`src/rtl/frame_align_ctrl.sv`:
```
// rtl/frame_align_ctrl.sv - frame-lane bit/word alignment controller for the ADC DDR receive path
// Searches every bit position via lane bitslip toggles plus word-boundary skips.
module frame_align_ctrl #(
  parameter int                    FRAME_BITS    = 8,
  parameter logic [FRAME_BITS-1:0] FRAME_PATTERN = 8'hF0,
  parameter int                    SETTLE_CYCLES = 6,
  parameter int                    MATCH_WORDS   = 4,
  parameter int                    MISS_WORDS    = 2
) (
  input  logic                          dco_clk,
  input  logic                          rst,
  input  logic                          start,
  input  logic                          frame_rise,
  input  logic                          frame_fall,
  output logic                          bitslip_pulse,
  output logic                          slip_state,
  output logic                          word_strobe,
  output logic                          locked,
  output logic                          align_err,
  output logic [$clog2(FRAME_BITS)-1:0] attempt
);

  localparam int WORDS = FRAME_BITS / 2;
  localparam int AW    = $clog2(FRAME_BITS);
  localparam int PW    = $clog2(WORDS);
  localparam int SW    = $clog2(SETTLE_CYCLES);
  localparam int MW    = $clog2(MATCH_WORDS + 1);
  localparam int XW    = $clog2(MISS_WORDS + 1);

  localparam logic [PW-1:0] PHASE_LAST  = PW'(WORDS - 1);
  localparam logic [AW-1:0] ATT_LAST    = AW'(FRAME_BITS - 1);
  localparam logic [SW-1:0] SETTLE_LOAD = SW'(SETTLE_CYCLES - 1);
  localparam logic [MW-1:0] MATCH_LAST  = MW'(MATCH_WORDS - 1);
  localparam logic [XW-1:0] MISS_LAST   = XW'(MISS_WORDS - 1);

  typedef enum logic [2:0] {
    S_IDLE,
    S_SETTLE,
    S_CHECK,
    S_LOCKED,
    S_FAIL
  } state_t;

  state_t state;

  // Only the bits still needed to form the next word are kept.
  logic [FRAME_BITS-3:0] sr;
  logic [FRAME_BITS-1:0] sr_next;
  logic [PW-1:0]         word_phase;
  logic [PW-1:0]         phase_next;
  logic                  word_skip;
  logic [SW-1:0]         settle_cnt;
  logic [MW-1:0]         match_cnt;
  logic [XW-1:0]         miss_cnt;
  logic                  word_match;

  assign sr_next    = {sr, frame_rise, frame_fall};
  assign word_match = (sr_next == FRAME_PATTERN);

  // A skip cycle holds the phase, pushing the word boundary two bits later.
  always_comb begin
    phase_next = word_phase;
    if (!word_skip) begin
      phase_next = (word_phase == PHASE_LAST) ? '0 : word_phase + 1'b1;
    end
  end

  always_ff @(posedge dco_clk) begin
    if (rst) begin
      state         <= S_IDLE;
      sr            <= '0;
      word_phase    <= '0;
      word_strobe   <= 1'b0;
      word_skip     <= 1'b0;
      bitslip_pulse <= 1'b0;
      slip_state    <= 1'b0;
      locked        <= 1'b0;
      align_err     <= 1'b0;
      attempt       <= '0;
      settle_cnt    <= '0;
      match_cnt     <= '0;
      miss_cnt      <= '0;
    end else begin
      sr            <= sr_next[FRAME_BITS-3:0];
      word_phase    <= phase_next;
      word_strobe   <= (phase_next == PHASE_LAST);
      word_skip     <= 1'b0;
      bitslip_pulse <= 1'b0;

      if (start) begin
        state      <= S_SETTLE;
        attempt    <= '0;
        match_cnt  <= '0;
        miss_cnt   <= '0;
        locked     <= 1'b0;
        align_err  <= 1'b0;
        settle_cnt <= SETTLE_LOAD;
      end else begin
        case (state)
          S_IDLE: ;

          S_SETTLE: begin
            if (settle_cnt == '0) begin
              state     <= S_CHECK;
              match_cnt <= '0;
            end else begin
              settle_cnt <= settle_cnt - 1'b1;
            end
          end

          S_CHECK: begin
            if (word_strobe) begin
              if (word_match) begin
                match_cnt <= match_cnt + 1'b1;
                if (match_cnt == MATCH_LAST) begin
                  state    <= S_LOCKED;
                  locked   <= 1'b1;
                  miss_cnt <= '0;
                end
              end else if (attempt == ATT_LAST) begin
                state     <= S_FAIL;
                align_err <= 1'b1;
              end else begin
                // Undoing a lane delay costs one bit, so the boundary skips two.
                attempt       <= attempt + 1'b1;
                bitslip_pulse <= 1'b1;
                slip_state    <= ~slip_state;
                word_skip     <= slip_state;
                settle_cnt    <= SETTLE_LOAD;
                state         <= S_SETTLE;
              end
            end
          end

          S_LOCKED: begin
            if (word_strobe) begin
              if (word_match) begin
                miss_cnt <= '0;
              end else if (miss_cnt == MISS_LAST) begin
                state     <= S_CHECK;
                locked    <= 1'b0;
                match_cnt <= '0;
                miss_cnt  <= '0;
              end else begin
                miss_cnt <= miss_cnt + 1'b1;
              end
            end
          end

          S_FAIL: ;

          default: state <= S_IDLE;
        endcase
      end
    end
  end

endmodule

```
`config.mk`:
```
export PLATFORM = sky130hd
export DESIGN_NAME = frame_align_ctrl
export DESIGN_NICKNAME = d
export VERILOG_FILES = /design/src/rtl/frame_align_ctrl.sv
export SDC_FILE = /design/constraint.sdc
export NUM_CORES = 1
export LEC_CHECK = 0
export CAP_MARGIN = 20
export CORE_UTILIZATION = 55
export DETAILED_ROUTE_END_ITERATION = 8
export DONT_BUFFER_PORTS = 1
export HOLD_SLACK_MARGIN = 0.12
export PLACE_DENSITY = 0.7
export SYNTH_ARGS = -nofsm -noshare
export SYNTH_HDL_FRONTEND = slang
export SYNTH_SLANG_ARGS = --single-unit
```
`constraint.sdc`:
```
create_clock -name dco_clk -period 2.54 [get_ports dco_clk]
set_input_delay 0.254 -clock dco_clk [delete_from_list [all_inputs] [get_ports dco_clk]]
set_output_delay 0.254 -clock dco_clk [all_outputs]
set_load 0.02 [all_outputs]
```
**Yosys cells after proc, flatten, opt, wreduce, memory -nomap -nowiden**

Cells that the tools add are included.

- Eq/ne operators: 31
- Reductions and logical operators: 20
- $add $sub $neg: 5
- Bitwise operators: 7
- Multiplexer cells: 40

Operators with widths:

| cell | count |
|---|---|
| 3-bit 2-to-1 mux | 19 |
| 7-bit AND reduction | 4 |
| 3-bit inequality test, second input constant | 9 |
| 2-bit inequality test, second input constant | 10 |
| 5-bit AND reduction | 4 |
| 2-bit 2-to-1 mux | 8 |
| 3-bit one-hot mux with 4 select lines | 1 |
| 3-bit by 2-bit equality test with 1-bit output, second input constant | 3 |
| 3-bit one-hot mux with 3 select lines | 1 |
| 8-bit equality test, second input constant | 1 |
| 1-bit 2-to-1 mux | 8 |
| 4-bit AND reduction | 2 |
| 1-bit NOT | 7 |
| 3-bit by 1-bit adder with 3-bit output, second input constant | 2 |
| 3-bit equality test, second input constant | 2 |
| 3-bit zero test | 2 |
| 3-bit one-hot mux with 2 select lines | 1 |
| 3-bit nonzero test | 2 |
| 6-bit OR reduction | 1 |
| 5-bit OR reduction | 1 |
| 2-bit by 1-bit adder with 2-bit output, second input constant | 2 |
| 2-bit equality test, second input constant | 2 |
| 4-bit inequality test, second input constant | 1 |
| 2-bit one-hot mux with 2 select lines | 1 |
| 7 further kinds | 9 |

- Bits in registers: 28
- Output and inout port bits: 8
- Input port bits: 5

**Logic depth before layout (Yosys ltp)**

Gate-level depths: netlist of run 1.

- Depth after elaboration: 6
- Mapped depth: 7
- Depth with buffers taken out: 7

**Worst setup path after synthesis of run 1**

Ideal clock, no wire load.

- Path kind: register to register
- Start: reg attempt[0]
- End: reg slip_state
- Setup slack: 0.757 ns
- Required time: 2.469 ns
- Clock period less this slack: 1.783 ns
- Data arrival time: 1.712 ns
- Stages on the path, launching flop included: 7
- Cell sequence: dfxtp_1 > ha_1 > ha_1 > or3_1 > buf_2 > or3_1 > a21oi_1

- Longest elaborated chain between the ends: 3

Ends and longest elaborated chain:

| what | line | text |
|---|---|---|
| start: declaration | 20 | `output logic [$clog2(FRAME_BITS)-1:0] attempt` |
| start signal: assignment | 125 | `attempt <= attempt + 1'b1;` |
| 3-bit equality test | 120 | `end else if (attempt == ATT_LAST) begin` |
| 1-bit NOT (no source line) | n/a |  |
| 5-bit AND reduction (no source line) | n/a |  |
| end signal: assignment | 127 | `slip_state <= ~slip_state;` |
| end: declaration | 16 | `output logic slip_state,` |

No other way between the ends.
A chain may end at the register's enable or synchronous reset.

**Final worst setup path of run 1**

- Start: reg attempt[0]
- End: reg settle_cnt[2]

- Longest elaborated chain between the ends: 3

Ends and longest elaborated chain:

| what | line | text |
|---|---|---|
| 3-bit equality test | 120 |  |
| 3-bit inequality test (no source line) | n/a |  |
| 5-bit AND reduction (no source line) | n/a |  |
| end signal: assignment | 107 | `settle_cnt <= settle_cnt - 1'b1;` |
| end: declaration | 52 | `logic [SW-1:0] settle_cnt;` |

No other way between the ends.

==> run summary, run 1 <==
status: finished clean
synth top area cells: dfxtp_1 44%, mux2i_1 7.0%, ha_1 6.8%
row cnt: 17
Highest Clock Rate: 420 MHz
final worst path period need: 2380 ps
Final Power: 0.850 mW
area grow syn2layout: 9.08%
drt wl/cell: 15.4 um
Yosys warnings: 0
Post-DRT Antenna Nets: 0
number of max-cap violations: 0
Synth Flop Type: dfxtp_1
Synth Instances: 139
Die H: 50.3 um
Hold Crit Depth: 2
later-pin clock latency in the skew report: 340 ps
Post-synth ARST share: 0%
Placer Congestion: 0.845
Global Route Usage Sum: 23.5%
worst-path fanout max: 3
depth of the most critical reg-to-reg path: 8
Slew Viols, Final: 0
fillcell total: 195
Slew @ Worst Pin: 573 ps
global-route met1 utilization: 28.5%
PortBufs: 0
diode count: 0
postcts setup bufs: 0
setup TNS: 0 ps
Max Clock Skew: 8.89 ps
Critical Path Start: attempt[0]$_SDFFE_PP0P_
TritonCTS clock tree: done
met2 Use GR: 37.8%
crit path DAT: 2670 ps
Clock Path Buffers: 2
FF-to-FF End: settle_cnt[2]$_SDFFE_PP0P_
Starting Density: 57.9%
dpl hpwl: 1830 um
core area: 2210 um2
depth of the CTS H-tree: 1
Top Ports: 13
Post-synth EDFFs: 0
Total Wirelength: 2630 um
crit path capture type: flip-flop
GRT overflow: 0
Slew HR: 61.7%
Yosys cell types: 42
Hold WC Path Type: in -> reg
# setup viols final: 0
average cell area after synthesis: 9.22 um2
flops & latches, synth: 28
NumNets Final: 156
nature of the critical path startpoint: flip-flop
Residual DRC: 0
syn_nets: 151
root buffer cell: clkbuf_4
FF-to-FF Start: attempt[0]$_SDFFE_PP0P_
Die X: 50.3 um
met3 usage: 5.15%
first-pass GRT wire length: 4400 um
Synth area leader: dfxtp_1
worst hold start: start
Hold EP: slip_state$_SDFFE_PP0P_
DRT iter0 DRCs: 24
leak pwr: 0.561 nW
crit path kind: reg -> reg
part of the cycle the worst path needs: 93.8%
busiest layer in global routing: met2
Seq/Total Area, Yosys: 43.7%
clock slew at reported path FFs: 150 ps
Worst EP required: 2830 ps
share of layout cells above drive strength 1: 7.69%
initial antenna violation count: 0
drt via density: 6.02
largest net degree at the start of global routing: 17
most frequent cells in the layout: 28 x dfxtp_1, 13 x nor2_1, 10 x inv_1, 9 x mux2i_1
top cell type's share of synthesized area: 43.7%
RSZ-0062 raised after global routing: false
DRT Pass-1 Iters: 6
cts bufs inserted: 3
Mapped Area: 1280 um2
Fin. Hold Viols: 0
Via Count: 1030
die area: 2530 um2
worst vdd ir: 0.000401 V
vias in the first global route: 1012
Power Density: 608 nW/um2
commonest non-fill, non-tap cell in the layout: dfxtp_1
TritonCTS Sinks: 28
reg-to-reg slack, setup: 160 ps
## power breakdown
part	switching, mW	internal [mW]	total, mW
registers	0.0171	0.455	0.472
logic	0.0469	0.0388	0.0858
clock network	0.132	0.160	0.292
total	0.196	0.653	0.850
## cell families after synthesis
group	Yosys count	synth area share, %
buffers and inverters	15	5.08
and+or+nand+nor	54	22.6
DFF	28	43.8
muxes	9	7.03
adders and majority gates	7	6.84
xor gates and xnor gates	1	0.684
AOI/OAI and AO/OA	25	14.1
## what timing repair did
action	4_1_cts	5_1_grt
hold endpoints to repair	13	0
setup endpoints to repair	0	1
resized for setup	0	1
hold buffers	5	0
## worst max-delay path, stage by stage (launching register included)
cell and delay [ps]:
dfxtp_1 430, ha_1 230, ha_1 200, inv_1 80
nand3_1 100, a221oi_2 370, o221ai_1 180, a21oi_1 170
dlygate4sd3_1 560
## worst max path at each step
stage / to / slack (ps)
after global routing: settle_cnt[2]$_SDFFE_PP0P_ / 10
after global placement: settle_cnt[0]$_SDFFE_PP0P_ / 690
after CTS: settle_cnt[2]$_SDFFE_PP0P_ / 40
after detailed placement: settle_cnt[2]$_SDFFE_PP0P_ / 610
after floorplan: slip_state$_SDFFE_PP0P_ / 760
final: settle_cnt[2]$_SDFFE_PP0P_ / 160
## stage by stage
stage / instances / instance area, um2 / hold WS (ps) / util, % / setup slack [ps]
final: 171 / 1400 / 127 / 63.2 / 158
after global routing: 171 / 1400 / 147 / 63.2 / 11.1
after CTS: 171 / 1390 / 132 / 62.9 / 42.9
after detailed placement: 162 / 1290 / 328 / 58.3 / 608
after global placement: 162 / 1290 / 325 / 58.3 / 688
after floorplan: 139 / 1280 / 326 / - / 757
## layout make-up
class,count,area (um2),area share [%]
Clock buffer,3,22.5,1.61
Clock inverter,1,30.0,2.15
Inverter,10,37.5,2.69
Multi-Input combinational cell,96,662,47.4
Sequential cell,28,561,40.1
Tap cell,28,35.0,2.51
Timing Repair Buffer,5,50.0,3.58
## synthesized netlist by cell type, types with 2 or more instances
| library cell | number |
|---|---|
| dfxtp_1 | 28 |
| clkbuf_1 | 2 |
| nor2_1 | 13 |
| o21ai_0 | 3 |
| inv_1 | 10 |
| nand3_1 | 5 |
| ha_1 | 7 |
| or3_1 | 5 |
| nand2_1 | 8 |
| nor3_1 | 5 |
| o21a_1 | 2 |
| mux2i_1 | 9 |
| nor2b_1 | 8 |
| a21oi_1 | 6 |
## routing by layer
layer / wire length, um / vias to the layer above
li1: - / 499
met1: 1180 / 489
met2: 1230 / 33
met3: 140 / 9
met4: 73 / 0
met5: 0 / -
## flip-flops by register name, summed over array words and instances (netlist names)
name	count
match_cnt	3
locked	1
word_skip	1
attempt	3
settle_cnt	3
bitslip_pulse	1
state	3
miss_cnt	2
sr	6
word_strobe	1
slip_state	1
word_phase	2
align_err	1
(Power assumes the default switching activity.)
==> inputs of run 2 (changes only) <==
--- a/config.mk
+++ b/config.mk
@@ -9,7 +9,7 @@
 export CORE_UTILIZATION = 55
 export DETAILED_ROUTE_END_ITERATION = 8
 export DONT_BUFFER_PORTS = 1
-export HOLD_SLACK_MARGIN = 0.12
+export HOLD_SLACK_MARGIN = 0.1
 export PLACE_DENSITY = 0.7
 export SYNTH_ARGS = -nofsm -noshare
 export SYNTH_HDL_FRONTEND = slang
==> constraint.sdc (replaced) <==
create_clock -name dco_clk -period 2.4 [get_ports dco_clk]
set_input_delay 0.24 -clock dco_clk [delete_from_list [all_inputs] [get_ports dco_clk]]
set_output_delay 0.24 -clock dco_clk [all_outputs]
set_load 0.02 [all_outputs]
==> run summary, run 2 (synthesis gave the netlist of run 1 again) <==
part of the cycle the worst path needs: 79.7% (-14 points)
number of max-cap violations: 0 (unchanged)
drt via density: 5.90 (-2.0%)
most frequent cells in the layout: 28 x dfxtp_1, 13 x nor2_1, 10 x inv_1, 9 x mux2i_1
Slew HR: 58.3% (-3.4 points)
Die X: 50.3 um (unchanged)
nature of the critical path startpoint: flip-flop
Crit path largest cell delay: 450 ps (-110 ps)
Critical Path Slowest Stage Cell: a221oi_1
RSZ-0062 raised after global routing: false
Starting Density: 57.9% (unchanged)
NumNets Final: 155 (-0.64%)
TritonCTS Sinks: 28 (unchanged)
Slew @ Worst Pin: 624 ps (+51.0 ps)
Max Clock Skew: 7.95 ps (-0.941 ps)
Via Count: 1003 (-2.6%)
GRT overflow: 0 (unchanged)
cts bufs inserted: 3 (unchanged)
commonest non-fill, non-tap cell in the layout: dfxtp_1
worst-path fanout max: 3 (unchanged)
vias in the first global route: 969 (-4.2%)
Post-DRT Antenna Nets: 0 (unchanged)
PortBufs: 0 (unchanged)
TritonCTS clock tree: done
Total Wirelength: 2590 um (-1.4%)
clock slew at reported path FFs: 160 ps (about the same)
CP delay by family, top: compound AO/OA/AOI/OAI gates
Placer Congestion: 0.844 (about the same)
Sequential cell area: 561 um2 (unchanged)
root buffer cell: clkbuf_4
Top reg by flops: sr
final worst path period need: 1910 ps (-469 ps)
cells along the critical path: ha_1 -> ha_1 -> inv_1 -> nand3_1 -> a221oi_1 -> mux2i_1 -> a21oi_1
DRT iter0 DRCs: 25 (+4.2%)
Fin. Hold Viols: 0 (unchanged)
first-pass GRT wire length: 4330 um (-1.7%)
worst vdd ir: 0.000461 V (+15%)
Residual DRC: 0 (unchanged)
dpl hpwl: 1790 um (-1.9%)
crit path kind: reg -> reg
leak pwr: 0.556 nW (-0.96%)
Slew Viols, Final: 0 (unchanged)
initial antenna violation count: 0 (unchanged)
share of layout cells above drive strength 1: 7.04% (-0.65 points)
core area: 2210 um2 (unchanged)
reg-to-reg slack, setup: 490 ps (+330 ps)
Clock Path Buffers: 2 (unchanged)
Top Ports: 13 (unchanged)
Power Density: 653 nW/um2 (+7.4%)
area grow syn2layout: 7.81%
crit path capture type: flip-flop
worst path bufs/invs: 1 (-1)
# setup viols final: 0 (unchanged)
drt wl/cell: 15.2 um (-0.87%)
crit path DAT: 2140 ps (-530 ps)
Worst EP required: 2630 ps (-200 ps)
largest net degree at the start of global routing: 17 (unchanged)
Final Power: 0.902 mW (+6.1%)
area of the multi-input gates: 656 um2 (-0.95%)
CP most frequent cell: ha_1
Die H: 50.3 um (unchanged)
Highest Clock Rate: 523 MHz (+25%)
die area: 2530 um2 (unchanged)
row cnt: 17 (unchanged)
setup TNS: 0 ps (unchanged)
diode count: 0 (unchanged)
max FFs per register: 6 (unchanged)
depth of the CTS H-tree: 1 (unchanged)
Core Util, Final: 62.4% (-0.74 points)
DRT Pass-1 Iters: 4 (-2)
fillcell total: 203 (+4.1%)
Global Route Usage Sum: 23.3% (-0.18 points)
status: finished clean
Hold WC Path Type: in -> reg
later-pin clock latency in the skew report: 340 ps (about the same)
## run 2: cell types whose count changed in the layout (fill, tap and decap cells not counted)
cell           before  now
a221oi_2            1    0
a221oi_1            0    1
dlygate4sd3_1       5    4
## run 2: where the power goes
group	total [mW]	switching, mW	internal (mW)
Sequential	0.500	0.0187	0.481
Combinational	0.0862	0.0476	0.0386
Clock	0.316	0.147	0.169
Total	0.902	0.213	0.689
## run 2: what timing repair did
action / 4_1_cts / 5_1_grt
setup buffers: 0 / 0
hold buffers: 4 / 0
endpoints found under the hold margin: 13 / 0
resized for setup: 0 / 0
## run 2: final timing paths
check                               start                         end  cells past startpoint
setup reg to reg  attempt[0]$_SDFFE_PP0P_  settle_cnt[0]$_SDFFE_PP0P_                      7
setup / recovery  attempt[0]$_SDFFE_PP0P_  settle_cnt[0]$_SDFFE_PP0P_                      7
hold reg to reg          sr[2]$_SDFF_PP0_            sr[4]$_SDFF_PP0_                      1
hold / removal                      start     slip_state$_SDFFE_PP0P_                      2
## run 2: routing by layer
| metal | GRT usage [%] | part of all wire (%) |
|---|---|---|
| met5 | 0 | 0 |
| met4 | 11.4 | 1.5 |
| met3 | 4.24 | 3.7 |
| met1 | 28.4 | 46 |
| met2 | 39.1 | 49 |
## run 2: per-stage QoR
| stage | hold slack [ps] | instance area, um2 | std cells | setup slack (ps) |
|---|---|---|---|---|
| floorplan | 312 | 1280 | 139 | 617 |
| global placement | 311 | 1290 | 162 | 559 |
| detailed placement | 313 | 1290 | 162 | 528 |
| CTS | 134 | 1380 | 170 | 492 |
| global route | 126 | 1380 | 170 | 290 |
| finish | 133 | 1380 | 170 | 487 |
## run 2: worst register-to-register path, delay by kind of cell (launching register included)
family | cells | cell delay [ps]
AO/OA/AOI/OAI | 2 | 530
adder cells (fa/ha/maj) | 2 | 430
flip-flops | 1 | 420
multiplexers | 1 | 260
buffers and inverters | 1 | 80
AND/OR/NAND/NOR | 1 | 80
## run 2: final cells by class
cell class | instances | area share [%]
clock buffer | 3 | 1.63
clock inverter | 1 | 2.17
inverter | 10 | 2.72
multi-input combinational | 96 | 47.5
sequential | 28 | 40.6
tap | 28 | 2.54
timing repair buffer | 4 | 2.90
